`src/rtl/bit_guesser.sv`:
```
// bit_guesser: greedy bit-flip search driven by an external match-count judge.
// Optional feature macro EARLY_EXIT_EN: finish as soon as the score reaches N.
module bit_guesser #(
  parameter int N  = 32,
  parameter int SW = 6
) (
  input  logic          clk_i,
  input  logic          rst_ni,
  input  logic          start_i,
  input  logic [N-1:0]  seed_i,
  output logic [N-1:0]  guess_o,
  output logic          guess_valid_o,
  input  logic [SW-1:0] score_i,
  input  logic          score_valid_i,
  output logic          busy_o,
  output logic          found_o,
  output logic [SW-1:0] rounds_o
);

  localparam int IW = (N > 1) ? $clog2(N) : 1;
  localparam logic [SW-1:0] NSC   = SW'(N);
  localparam logic [IW-1:0] ILAST = IW'(N - 1);

  typedef enum logic [2:0] {
    IDLE,
    BASE,
    WAIT_BASE,
    FLIP,
    WAIT_FLIP,
    DONE
  } state_e;

  state_e        state_q, state_d;
  logic [N-1:0]  best_q, best_d;
  logic [N-1:0]  guess_q, guess_d;
  logic          gv_q, gv_d;
  logic [SW-1:0] bs_q, bs_d;
  logic [IW-1:0] idx_q, idx_d;
  logic [SW-1:0] rounds_q, rounds_d;

  logic          accept;
  logic [SW-1:0] sc;
  logic [SW-1:0] rounds_inc;
  logic [N-1:0]  flip;
  logic          better;
  logic [N-1:0]  kbest;
  logic [SW-1:0] kbs;

  // Score acceptance, clamping and candidate datapath
  always_comb begin
    accept     = gv_q & score_valid_i;
    sc         = (score_i > NSC) ? NSC : score_i;
    rounds_inc = (rounds_q == '1) ? rounds_q : rounds_q + 1'b1;
    flip       = best_q ^ (N'(1) << idx_q);
    better     = sc > bs_q;
    kbest      = better ? guess_q : best_q;
    kbs        = better ? sc : bs_q;
  end

  // Next-state and register-update logic
  always_comb begin
    logic done_now;
    state_d  = state_q;
    best_d   = best_q;
    guess_d  = guess_q;
    gv_d     = gv_q;
    bs_d     = bs_q;
    idx_d    = idx_q;
    rounds_d = rounds_q;
    done_now = 1'b0;
    unique case (state_q)
      IDLE, DONE: begin
        if (start_i) begin
          best_d   = seed_i;
          rounds_d = '0;
          state_d  = BASE;
        end
      end
      BASE: begin
        guess_d = best_q;
        gv_d    = 1'b1;
        state_d = WAIT_BASE;
      end
      WAIT_BASE: begin
        if (accept) begin
          gv_d     = 1'b0;
          rounds_d = rounds_inc;
          bs_d     = sc;
          idx_d    = '0;
          state_d  = FLIP;
`ifdef EARLY_EXIT_EN
          if (sc == NSC) begin
            guess_d = best_q;
            state_d = DONE;
          end
`else
`endif
        end
      end
      FLIP: begin
        guess_d = flip;
        gv_d    = 1'b1;
        state_d = WAIT_FLIP;
      end
      WAIT_FLIP: begin
        if (accept) begin
          gv_d     = 1'b0;
          rounds_d = rounds_inc;
          best_d   = kbest;
          bs_d     = kbs;
          done_now = idx_q == ILAST;
`ifdef EARLY_EXIT_EN
          done_now = done_now | (kbs == NSC);
`else
`endif
          if (done_now) begin
            guess_d = kbest;
            state_d = DONE;
          end else begin
            idx_d   = idx_q + 1'b1;
            state_d = FLIP;
          end
        end
      end
      default: state_d = IDLE;
    endcase
  end

  // State and datapath registers
  always_ff @(posedge clk_i or negedge rst_ni) begin
    if (!rst_ni) begin
      state_q  <= IDLE;
      best_q   <= '0;
      guess_q  <= '0;
      gv_q     <= 1'b0;
      bs_q     <= '0;
      idx_q    <= '0;
      rounds_q <= '0;
    end else begin
      state_q  <= state_d;
      best_q   <= best_d;
      guess_q  <= guess_d;
      gv_q     <= gv_d;
      bs_q     <= bs_d;
      idx_q    <= idx_d;
      rounds_q <= rounds_d;
    end
  end

  // Status outputs follow the state register
  always_comb begin
    guess_o       = guess_q;
    guess_valid_o = gv_q;
    rounds_o      = rounds_q;
    found_o       = state_q == DONE;
    busy_o        = (state_q != IDLE) && (state_q != DONE);
  end

endmodule

```
`config.mk`:
```
export PLATFORM = sky130hd
export DESIGN_NAME = bit_guesser
export DESIGN_NICKNAME = d
export VERILOG_FILES = /design/src/rtl/bit_guesser.sv
export SDC_FILE = /design/constraint.sdc
export NUM_CORES = 1
export LEC_CHECK = 0
export ABC_AREA = 1
export BUFFER_PORTS_ARGS = -buffer_cell sky130_fd_sc_hd__buf_2
export CAP_MARGIN = 10
export CORE_UTILIZATION = 38
export DETAILED_ROUTE_END_ITERATION = 8
export GPL_TIMING_DRIVEN = 0
export SLEW_MARGIN = 20
export SYNTH_ARGS = -nofsm -noshare
export SYNTH_HDL_FRONTEND = slang
export SYNTH_SLANG_ARGS = --single-unit
```
`constraint.sdc`:
```
create_clock -name clk_i -period 2.2 [get_ports clk_i]
set_clock_uncertainty 0.1 [all_clocks]
set_input_delay 0.44 -clock clk_i [delete_from_list [all_inputs] [get_ports clk_i]]
set_output_delay 0.44 -clock clk_i [all_outputs]
set_load 0.01 [all_outputs]
```
* Word level (Yosys, flattened, before mapping)
Index checks and enable logic that the tools add are counted.
Widths: inputs -> output; s select.
** Word-level totals
- Flip-flop bits (word level) :: 85
- Bits of input ports :: 42
- Output and inout bits :: 41
- Word-level logic and storage cells :: 75
** Cells by class
- Add/subtract/negate cells :: 2
- Magnitude comparators :: 2
- Eq/ne operators :: 16
- Shifts and indexed selects :: 1
- Multiplexer cells :: 27
- Bitwise gates (word level) :: 2
- Reduce and logical (&&, ||, !) cells :: 18
** Operators by type and width (number)
- $mux 32 :: 5
- $pmux 32 s3 :: 1
- $pmux 32 s2 :: 1
- $mux 6 :: 7
- $shl 1x5->32 const A :: 1
- $xor 32x32->32 :: 1
- $pmux 6 s2 :: 2
- $mux 5 :: 3
- $pmux 3 s5 :: 1
- $ne 2x2->1 const B :: 7
- $mux 3 :: 4
- $reduce_and 4->1 :: 3
- $pmux 5 s2 :: 1
- $reduce_and 3->1 :: 3
- $reduce_bool 2->1 :: 4
- $add 6x1->6 const B :: 1
- $eq 3x2->1 const B :: 2
- $eq 3x3->1 const B :: 2
- $eq 6x6->1 const B :: 1
- $gt 6x6->1 :: 1
- $gt 6x6->1 const B :: 1
- $reduce_bool 3->1 :: 2
- $reduce_or 2->1 :: 3
- $add 5x1->5 const B :: 1
- other kinds (10) :: 10

* Depth between registers and ports, before layout
Gate-level depths: netlist of run 1.
- Depth after elaboration :: 7
- Mapped depth :: 15
- Mapped depth without buffers :: 15

* Worst setup path after synthesis of run 1
No wires, ideal clock.
- Path kind :: input-to-reg
- From :: in score_i[0]
- To :: reg best_q[0]
- Arrival :: 1.985 ns
- Setup slack :: -0.008 ns
- Stages on the path :: 13
- Cells stage by stage :: nor2_1 -> nand4_1 -> a21oi_1 -> ha_1 -> nand2_1 -> nor2_1 -> nand2_1 -> nand3_1 -> nand2_1 -> clkbuf_1 -> nand2_1 -> nand3_1 -> a21oi_1
** On the way
- Longest elaborated chain between the ends :: 6
** Ends and longest elaborated chain
- start: declaration :: line 13 : input logic [SW-1:0] score_i,
- $gt 6x6->1 :: line 52 : sc = (score_i > NSC) ? NSC : score_i;
- $mux 6 * :: line 52
- $gt 6x6->1 * :: line 55 : better = sc > bs_q;
- $mux 32 * :: line 56 : kbest = better ? guess_q : best_q;
- $mux 32 * :: line 106 : if (accept) begin
- $pmux 32 s2 * :: line 71 : unique case (state_q)
- end signal: assignment :: line 141 : best_q <= best_d;
- end: declaration :: line 34 : logic [N-1:0] best_q, best_d;
Every way passes the cells marked *; elsewhere a longest branch is shown, timed or not. The select of a mux whose other input is x is not followed.
A chain may end at the register's enable or synchronous reset.

* Final worst setup path of run 1
- From :: reg state_q[0]
- To :: reg guess_q[26] (netlist: guess_o[26])
** On the way
- Longest elaborated chain between the ends :: 3
** Ends and longest elaborated chain
- start: declaration :: line 33 : state_e state_q, state_d;
- start signal: assignment :: line 140 : state_q <= state_d;
- $eq 3x3->1 (tied with other cells) :: line 71
- $ne 2x2->1 (no source line) / $reduce_bool 3->1 (equally long branches)
- $reduce_and 3->1 (no source line)
- end signal: assignment :: line 142 : guess_q <= guess_d;
- end: declaration :: line 35 : logic [N-1:0] guess_q, guess_d;
Parallel ways exist; a longest one is shown, timed or not.

==> impl_metrics.ini, run 1 <==
[pwr]
p_leak_nw = 3.355
swShare = 0.4817
p_per_area_nw_per_um2 = 1524
combPwrFrac = 0.549
p_int_mw = 5.315
p_sw_mw = 4.939
pwr-share-seq = 0.284
pwr-share-clk = 0.168
irDropWorstVdd_mv = 0.5588

[sta]
rsz0062_at_grt = yes
max_freq_mhz = 476.1
slew_headroom = 0.5256
finalMaxSlewViolations = 0
worst_pin_slew_ns = 0.7062
finalSetupViolations = 0
finalCritPeriodShare = 0.9546
hold_viol = 0
min_period_ns = 2.100

[layout]
final_cell_area_um2 = 6726
drive_gt1_frac = 0.1628
areaGrowthSynthToFinish_pct = 20.97
seq_area_um2 = 2128
final_common_cell = inv_1
finalNonFillerCells = 1126
multiInputGateArea_um2 = 2811
layout.nets = 997
final_cell_mix = 134 x inv_1, 128 x nand2_1, 127 x a21oi_1
fillers = 1525
diodes = 0

[setup_path]
path_buf_inv = 1
r2r_start = state_q[0]
crit_fanout = 17
critPathRequiredTime_ns = 2.34
critPathMaxStageDelay_ns = 0.53
rrSetupSlack_ns = 0.1
end_kind = register
critPathKind = reg2reg
cp_common_cell = a21oi_1
crit_arrival_ns = 2.24
r2r_cells = 6
path_depth = 6
crit_chain = nand3_1 -> clkinv_1 -> nand2_1 -> o21ai_0 -> a21oi_1 -> a21oi_1
cp_slowest_cell = clkinv_1
startpoint_type = register
path_delay_family = buffers and inverters
reg2reg_to = guess_o[26]

[detailed_routing]
initialDrtViolationCount = 492
final_antenna_net_count = 0
drt_first_pass_iters = 5
wl_per_cell_um = 15.21
wirelength_um = 17120
drc = 0
vias = 5695
vias_per_cell = 5.058

[flow_run]
cap_viol_max_count = 0

[synthesis]
synthTopCellsByArea = dfrtp_1 38%, a21oi_1 12%, nand3_1 9.9%
yosysTopAreaCell = dfrtp_1
syn_area_per_cell_um2 = 6.565
synth.distinct_cells = 24
syn_inst = 847
synth.top_cell.area_share = 0.3825
yosysWarnings = 0
ys_ff_latch = 85
synth-seq-area-share = 0.3825
synth_area_um2 = 5560
synth_fp_nets = 903

[global_route]
overflow = 0
grt_max_degree = 56
grt_usage = 0.2432
antenna_found_initial = 0
grt_pass1_wl_um = 27660
grt_pass1_vias = 5258

[hold_path]
hold_end = bs_q[1]
hp-class = in2reg
hold_path_depth = 3
hp-start = score_i[1]

[floorplanning]
core_um2 = 14100
die_area_um2 = 15120
io_pins = 83
fp.dieH_um = 123.0
initial_core_util = 0.3945
die_w_um = 123.0
rows = 43

[clock_tree]
h-tree-depth = 3
clk_latency_ns = 0.36
cts_sinks = 85
path_clk_slew_ns = 0.06
cts_made_buffers = 9
clockBufferDepth = 2
cts-root-buf = clkbuf_16
cts_tree = done

[placed_design]
dp_hpwl_um = 12320
port_buffers = 82
dp.cells = 1110
gp_congestion = 0.8686
place_area_um2 = 6230

[run_status]
status = completed
## worst max-delay path by stage
stage | startpoint | endpoint | slack, ns
after floorplan | score_i[0] | best_q[0] | -0.008
after global placement | score_i[0] | guess_o[2] | -0.82
after detailed placement | score_i[0] | guess_o[2] | -0.82
after CTS | score_i[0] | guess_o[17] | 0.001
after global routing | state_q[2] | guess_o[26] | -0.04
final | state_q[0] | guess_o[26] | 0.1
## synth_stat cells
library cell	instances
buf_2	8
nand3_1	110
o22ai_1	1
inv_1	134
inv_2	5
nand3_2	1
nand4_1	3
clkbuf_1	31
o31ai_1	1
nor2_2	1
dfrtp_1	85
buf_1	2
nor3_1	8
o21ai_1	8
nor2_1	121
o21ai_0	40
nand2_2	1
xor2_1	5
or2_1	1
a21oi_1	132
clkinv_1	1
ha_1	14
nand2_1	130
buf_4	4
## tightest hold or removal path: cells and delay by family
family | cells | cell delay [ns]
buffers and inverters | 1 | 0.10
AOI/OAI and AO/OA | 1 | 0.09
and+or+nand+nor | 1 | 0.08
## through the flow
step	hold WS, ns	setup WS [ns]	TNS, ns	power [mW]	utilization
2_1_floorplan	0.04441	-0.007927	-0.4742	6.464	-
3_3_place_gp	0.3753	-0.8186	-74.98	8.167	0.4396
3_5_place_dp	0.2460	-0.8151	-50.24	8.228	0.4419
4_1_cts	0.3025	0.0009630	0	10.04	0.4689
5_1_grt	0.3297	-0.04412	-0.1371	11.16	0.4772
6_report	0.3114	0.09981	0	10.25	0.4772
## power groups by stage
stage	Combinational (mW)	Clock [mW]	Sequential (mW)
detailed placement	5.34	0	2.89
finish	5.63	1.72	2.91
global placement	5.27	0	2.89
floorplan	3.56	0	2.91
CTS	5.40	1.74	2.90
global route	6.34	1.80	3.02
## what timing repair did
item,CTS,global route
pin swaps,0,1
resized for setup,21,50
hold buffers,1,0
setup buffers,0,1
endpoints found under the hold margin,30,0
endpoints found under the setup margin,67,70
## sequential cells by signal, indices dropped and copies added (netlist names)
signal and count:
idx_q 5, rounds_o 6, guess_o 32, guess_valid_o 1, bs_q 6, best_q 32, state_q 3
## cell type report
cell class	count	area share
well taps	180	0.03348
repair buffers	85	0.06864
inverters	140	0.07813
clock inverters	3	0.01004
flip-flops and latches	85	0.3164
multi-input cells	577	0.4180
plain buffers	43	0.03664
clock buffers	13	0.03869
## cells by family (layout without fill, tap and decap cells)
| logic type | after synthesis | count (layout) | share of synthesized area |
|---|---|---|---|
| DFF | 85 | 85 | 0.3825 |
| AOI/OAI and AO/OA | 182 | 182 | 0.1645 |
| buffers and inverters | 185 | 284 | 0.1294 |
| adders and majority gates | 14 | 14 | 0.03150 |
| and+or+nand+nor | 376 | 376 | 0.2842 |
| xor gates and xnor gates | 5 | 5 | 0.007875 |
## layer usage
layer / part of all wire / global-route usage / routed length, um / vias up
li1: - / - / - / 2898
met2: 0.46 / 0.3845 / 7829 / 160
met3: 0.058 / 0.05950 / 993 / 20
met5: 0 / 0 / 0 / -
met4: 0.019 / 0.07622 / 319 / 0
met1: 0.47 / 0.3268 / 7978 / 2617
No activity file was read; power rests on OpenSTA's default activity.
==> run 2, diff against run 1 <==
- SETUP_SLACK_MARGIN: not set -> 0.2
==> impl_metrics.ini, run 2 (same netlist as run 1, synthesis figures left out) <==
[setup_path]
cp_common_cell = inv_1
critPathKind = reg2reg
rrSetupSlack_ns = 0.12
reg2reg_to = guess_o[18]
startpoint_type = register
r2r_cells = 7
end_kind = register
path_delay_family = simple AND/OR/NAND/NOR gates
crit_arrival_ns = 2.22
crit_fanout = 4
r2r_start = idx_q[0]
critPathRequiredTime_ns = 2.34
path_buf_inv = 2
cp_slowest_cell = nor3_1
critPathMaxStageDelay_ns = 0.55
crit_chain = inv_1 -> ha_1 -> inv_1 -> nor3_1 -> nand3_1 -> a21oi_1 -> a21oi_2

[hold_path]
hp-class = in2reg
hold_end = bs_q[1]
hold_path_depth = 3
hp-start = score_i[1]

[layout]
drive_gt1_frac = 0.3173
multiInputGateArea_um2 = 3532
layout.nets = 1009
diodes = 0
final_common_cell = inv_1
final_cell_area_um2 = 7706
areaGrowthSynthToFinish_pct = 38.59
seq_area_um2 = 2128
final_cell_mix = 133 x inv_1, 116 x nor2_1, 94 x nand2_1
fillers = 1418

[pwr]
irDropWorstVdd_mv = 0.6462
combPwrFrac = 0.615
pwr-share-seq = 0.237
pwr-share-clk = 0.148
power_mw = 12.21
p_sw_mw = 5.989
p_int_mw = 6.223
p_per_area_nw_per_um2 = 1585
swShare = 0.4904
p_leak_nw = 3.697

[floorplanning]
fp.dieH_um = 123.0
die_area_um2 = 15120
initial_core_util = 0.3945
core_um2 = 14100
die_w_um = 123.0
io_pins = 83
rows = 43

[placed_design]
place_area_um2 = 6256
port_buffers = 82
gp_congestion = 0.8573
dp_hpwl_um = 12370

[global_route]
grt_pass1_vias = 5425
grt_usage = 0.2559
grt_max_degree = 45
overflow = 0
grt_pass1_wl_um = 28900
antenna_found_initial = 0

[sta]
worst_pin_slew_ns = 0.7024
rsz0062_at_grt = yes
finalSetupViolations = 0
max_freq_mhz = 480.2
hold_viol = 0
min_period_ns = 2.082
finalMaxSlewViolations = 0
setup_tns_ns = 0
slew_headroom = 0.5281
finalCritPeriodShare = 0.9466

[clock_tree]
clk_latency_ns = 0.36
h-tree-depth = 3
cts_tree = done
cts_sinks = 85
cts-root-buf = clkbuf_16
path_clk_slew_ns = 0.06
cts_made_buffers = 9
clockBufferDepth = 2

[detailed_routing]
drt_first_pass_iters = 6
vias = 6014
wirelength_um = 18950
drc = 0
final_antenna_net_count = 0
vias_per_cell = 5.285
initialDrtViolationCount = 524
wl_per_cell_um = 16.65

[run_status]
status = completed

[flow_run]
cap_viol_max_count = 0
## run 2: cell types whose count changed in the layout (fill, tap and decap cells not counted), sizes merged
cell,change
clkbuf,+6
buf,+3
bufinv,+1
clkinv,+1
clkinvlp,-1
nand2,+1
nand3,+1
## run 2: cell type report
class,instances,share of cell area
Buffer,45,0.04757
Clock buffer,12,0.03199
Clock inverter,4,0.01234
Inverter,140,0.06836
Multi-Input combinational cell,579,0.4584
Sequential cell,85,0.2762
Tap cell,180,0.02923
Timing Repair Buffer,93,0.07599
## run 2: how the worst max path moves through the flow
stage	start	to	slack, ns	cells past startpoint
final	idx_q[0]	guess_o[18]	0.12	7
after global placement	score_i[0]	guess_o[12]	-0.38	13
after floorplan	score_i[0]	best_q[0]	0.20	13
after detailed placement	score_i[0]	bs_q[3]	-0.38	11
after CTS	idx_q[1]	guess_o[9]	0.12	7
after global routing	score_i[0]	guess_o[16]	0.03	14
## run 2: through the flow
stage / hold WS (ns) / std cells / util / setup slack, ns
6_report: 0.3060 / 1138 / 0.5467 / 0.1175
5_1_grt: 0.3385 / 1138 / 0.5467 / 0.03321
3_5_place_dp: 0.3058 / 1110 / 0.4438 / -0.3755
4_1_cts: 0.3019 / 1136 / 0.5052 / 0.1186
2_1_floorplan: 0.04441 / 847 / - / 0.1991
3_3_place_gp: 0.3715 / 1109 / 0.4414 / -0.3756
## run 2: metal layers
metal	global-route usage	vias to the layer above	wire, um
met1	0.3511	2847	8433
met3	0.05996	36	1332
met2	0.4048	205	8761
met4	0.06402	0	427
li1	-	2926	-
met5	0	-	0
## run 2: worst min-delay path, cell delays in order
cell and delay (ns):
buf_6 0.10, nand2_1 0.08, o21ai_0 0.09
## run 2: power by group through the flow
stage          clock (mW)  combinational, mW  sequential, mW
2_1_floorplan           0               3.60            2.91
3_3_place_gp            0               5.33            2.89
3_5_place_dp            0               5.38            2.89
4_1_cts              1.82               6.39            2.88
5_1_grt              1.88               8.15            2.99
6_report             1.80               7.51            2.90
## run 2: timing repair
| action | CTS | global route |
|---|---|---|
| endpoints found under the setup margin | 71 | 81 |
| pin swaps | 11 | 25 |
| hold buffers | 1 | 0 |
| gates cloned | 8 | 0 |
| gates resized for setup | 94 | 156 |
| endpoints found under the hold margin | 43 | 0 |
| buffers inserted | 1 | 2 |
==> run 3, diff against run 2 <==
- CORE_UTILIZATION: 38 -> 50
- CTS_CLUSTER_SIZE: not set -> 10
- PLACE_DENSITY: not set -> 0.71
==> impl_metrics.ini, run 3 (same netlist as run 1, synthesis figures left out) <==
[run_status]
status = completed

[floorplanning]
initial_core_util = 0.5129
die_area_um2 = 11550
io_pins = 83
rows = 38
core_um2 = 10840
die_w_um = 107.5
fp.dieH_um = 107.5

[placed_design]
port_buffers = 82
dp_hpwl_um = 11450
gp_congestion = 0.9221
dp_slack_ns = -0.3348

[setup_path]
r2r_start = state_q[0]
path_delay_family = simple AND/OR/NAND/NOR gates
crit_fanout = 10
crit_chain = inv_2 -> nand3_1 -> o21ai_2 -> nand2_2 -> buf_4 -> nor2_1 -> a21oi_1
critPathRequiredTime_ns = 2.37
rrSetupSlack_ns = 0.16
cp_slowest_cell = dfrtp_2
path_buf_inv = 2
critPathKind = reg2reg
startpoint_type = register
critPathMaxStageDelay_ns = 0.50
end_kind = register
critPathLaunch = state_q[0]
crit_arrival_ns = 2.21

[clock_tree]
cts_sinks = 85
cts_tree = done
clockBufferDepth = 2
h-tree-depth = 3
path_clk_slew_ns = 0.09
cts-root-buf = clkbuf_8
clk_latency_ns = 0.39
cts_made_buffers = 9

[hold_path]
hp-class = in2reg
hp-start = score_i[1]

[layout]
diodes = 0
drive_gt1_frac = 0.2853
areaGrowthSynthToFinish_pct = 30.51
layout.nets = 1008
final_cell_mix = 131 x inv_1, 115 x nor2_1, 102 x nand2_1
fillers = 980
final_common_cell = inv_1
finish.utilization = 0.6694

[detailed_routing]
drc = 0
vias = 6051
initialDrtViolationCount = 610
drt_first_pass_iters = 5
wirelength_um = 17480
vias_per_cell = 5.516
wl_per_cell_um = 15.93
final_antenna_net_count = 0

[sta]
whs_ns = 0.2589
max_freq_mhz = 490.3
min_period_ns = 2.040
worst_pin_slew_ns = 0.6732
finalCritPeriodShare = 0.9271
finalSetupViolations = 0
slew_headroom = 0.5512
rsz0062_at_grt = yes
finalMaxSlewViolations = 0
hold_viol = 0
timing.final.ws_setup_ns = 0.1604

[pwr]
p_per_area_nw_per_um2 = 1525
p_leak_nw = 3.545
power_mw = 11.07
irDropWorstVdd_mv = 0.6840

[global_route]
grt_max_degree = 44
antenna_found_initial = 0
grt_usage = 0.3035
overflow = 0
grt_pass1_vias = 5303
grt_pass1_wl_um = 26500

[flow_run]
cap_viol_max_count = 0
## run 3: changes by cell type in the layout (fill, tap and decap cells not counted), sizes merged
cell	previous run	this run
buf	105	111
bufinv	3	0
clkbuf	44	41
clkinv	2	1
nand3	112	111
nor2	122	123
## run 3: metal layers
layer | share of wire | global-route usage
met1 | 0.42 | 0.4102
met2 | 0.47 | 0.4797
met3 | 0.082 | 0.06416
met4 | 0.029 | 0.1086
met5 | 0 | 0
## run 3: cell type report
type | instances | area [um2] | area share
inverters | 140 | 526.8 | 0.07259
multi-input cells | 579 | 3342 | 0.4605
flip-flops and latches | 85 | 2128 | 0.2933
well taps | 140 | 175.2 | 0.02414
clock buffers | 16 | 190.2 | 0.02621
plain buffers | 45 | 311.5 | 0.04293
repair buffers | 92 | 583.1 | 0.08034
## run 3: power by group
part / internal, mW / leakage (nW) / total, mW / switching, mW
clock network: 0.537 / 0.0970 / 1.13 / 0.591
logic: 2.56 / 2.48 / 7.05 / 4.48
registers: 2.30 / 0.970 / 2.89 / 0.591
## run 3: repair_timing
action | CTS | global route
setup endpoints to repair | 70 | 81
endpoints found under the hold margin | 42 | 0
pin swaps | 0 | 16
gates resized for setup | 37 | 179
gates cloned | 0 | 5
hold buffers | 1 | 0
buffers inserted | 0 | 5
## run 3: through the flow
stage	TNS [ns]	cells	cell area [um2]
5_1_grt	0	1097	7257
3_5_place_dp	-19.21	1070	6206
2_1_floorplan	0	847	5587
6_report	0	1097	7257
4_1_cts	0	1087	6513
3_3_place_gp	-39.08	1069	6172
## run 3: worst paths after layout
check	cells after the start	to
setup / recovery	7	best_q[23]
hold / removal	3	bs_q[1]
setup reg to reg	7	best_q[23]
hold reg to reg	2	bs_q[1]
max in group asynchronous	3	guess_o[17]
min in group asynchronous	2	rounds_o[2]
## run 3: worst reg2reg max path, cell delays in order, from the launching register on
cell and delay [ns]:
dfrtp_2 0.50, inv_2 0.12, nand3_1 0.19, o21ai_2 0.39
nand2_2 0.16, buf_4 0.22, nor2_1 0.17, a21oi_1 0.09
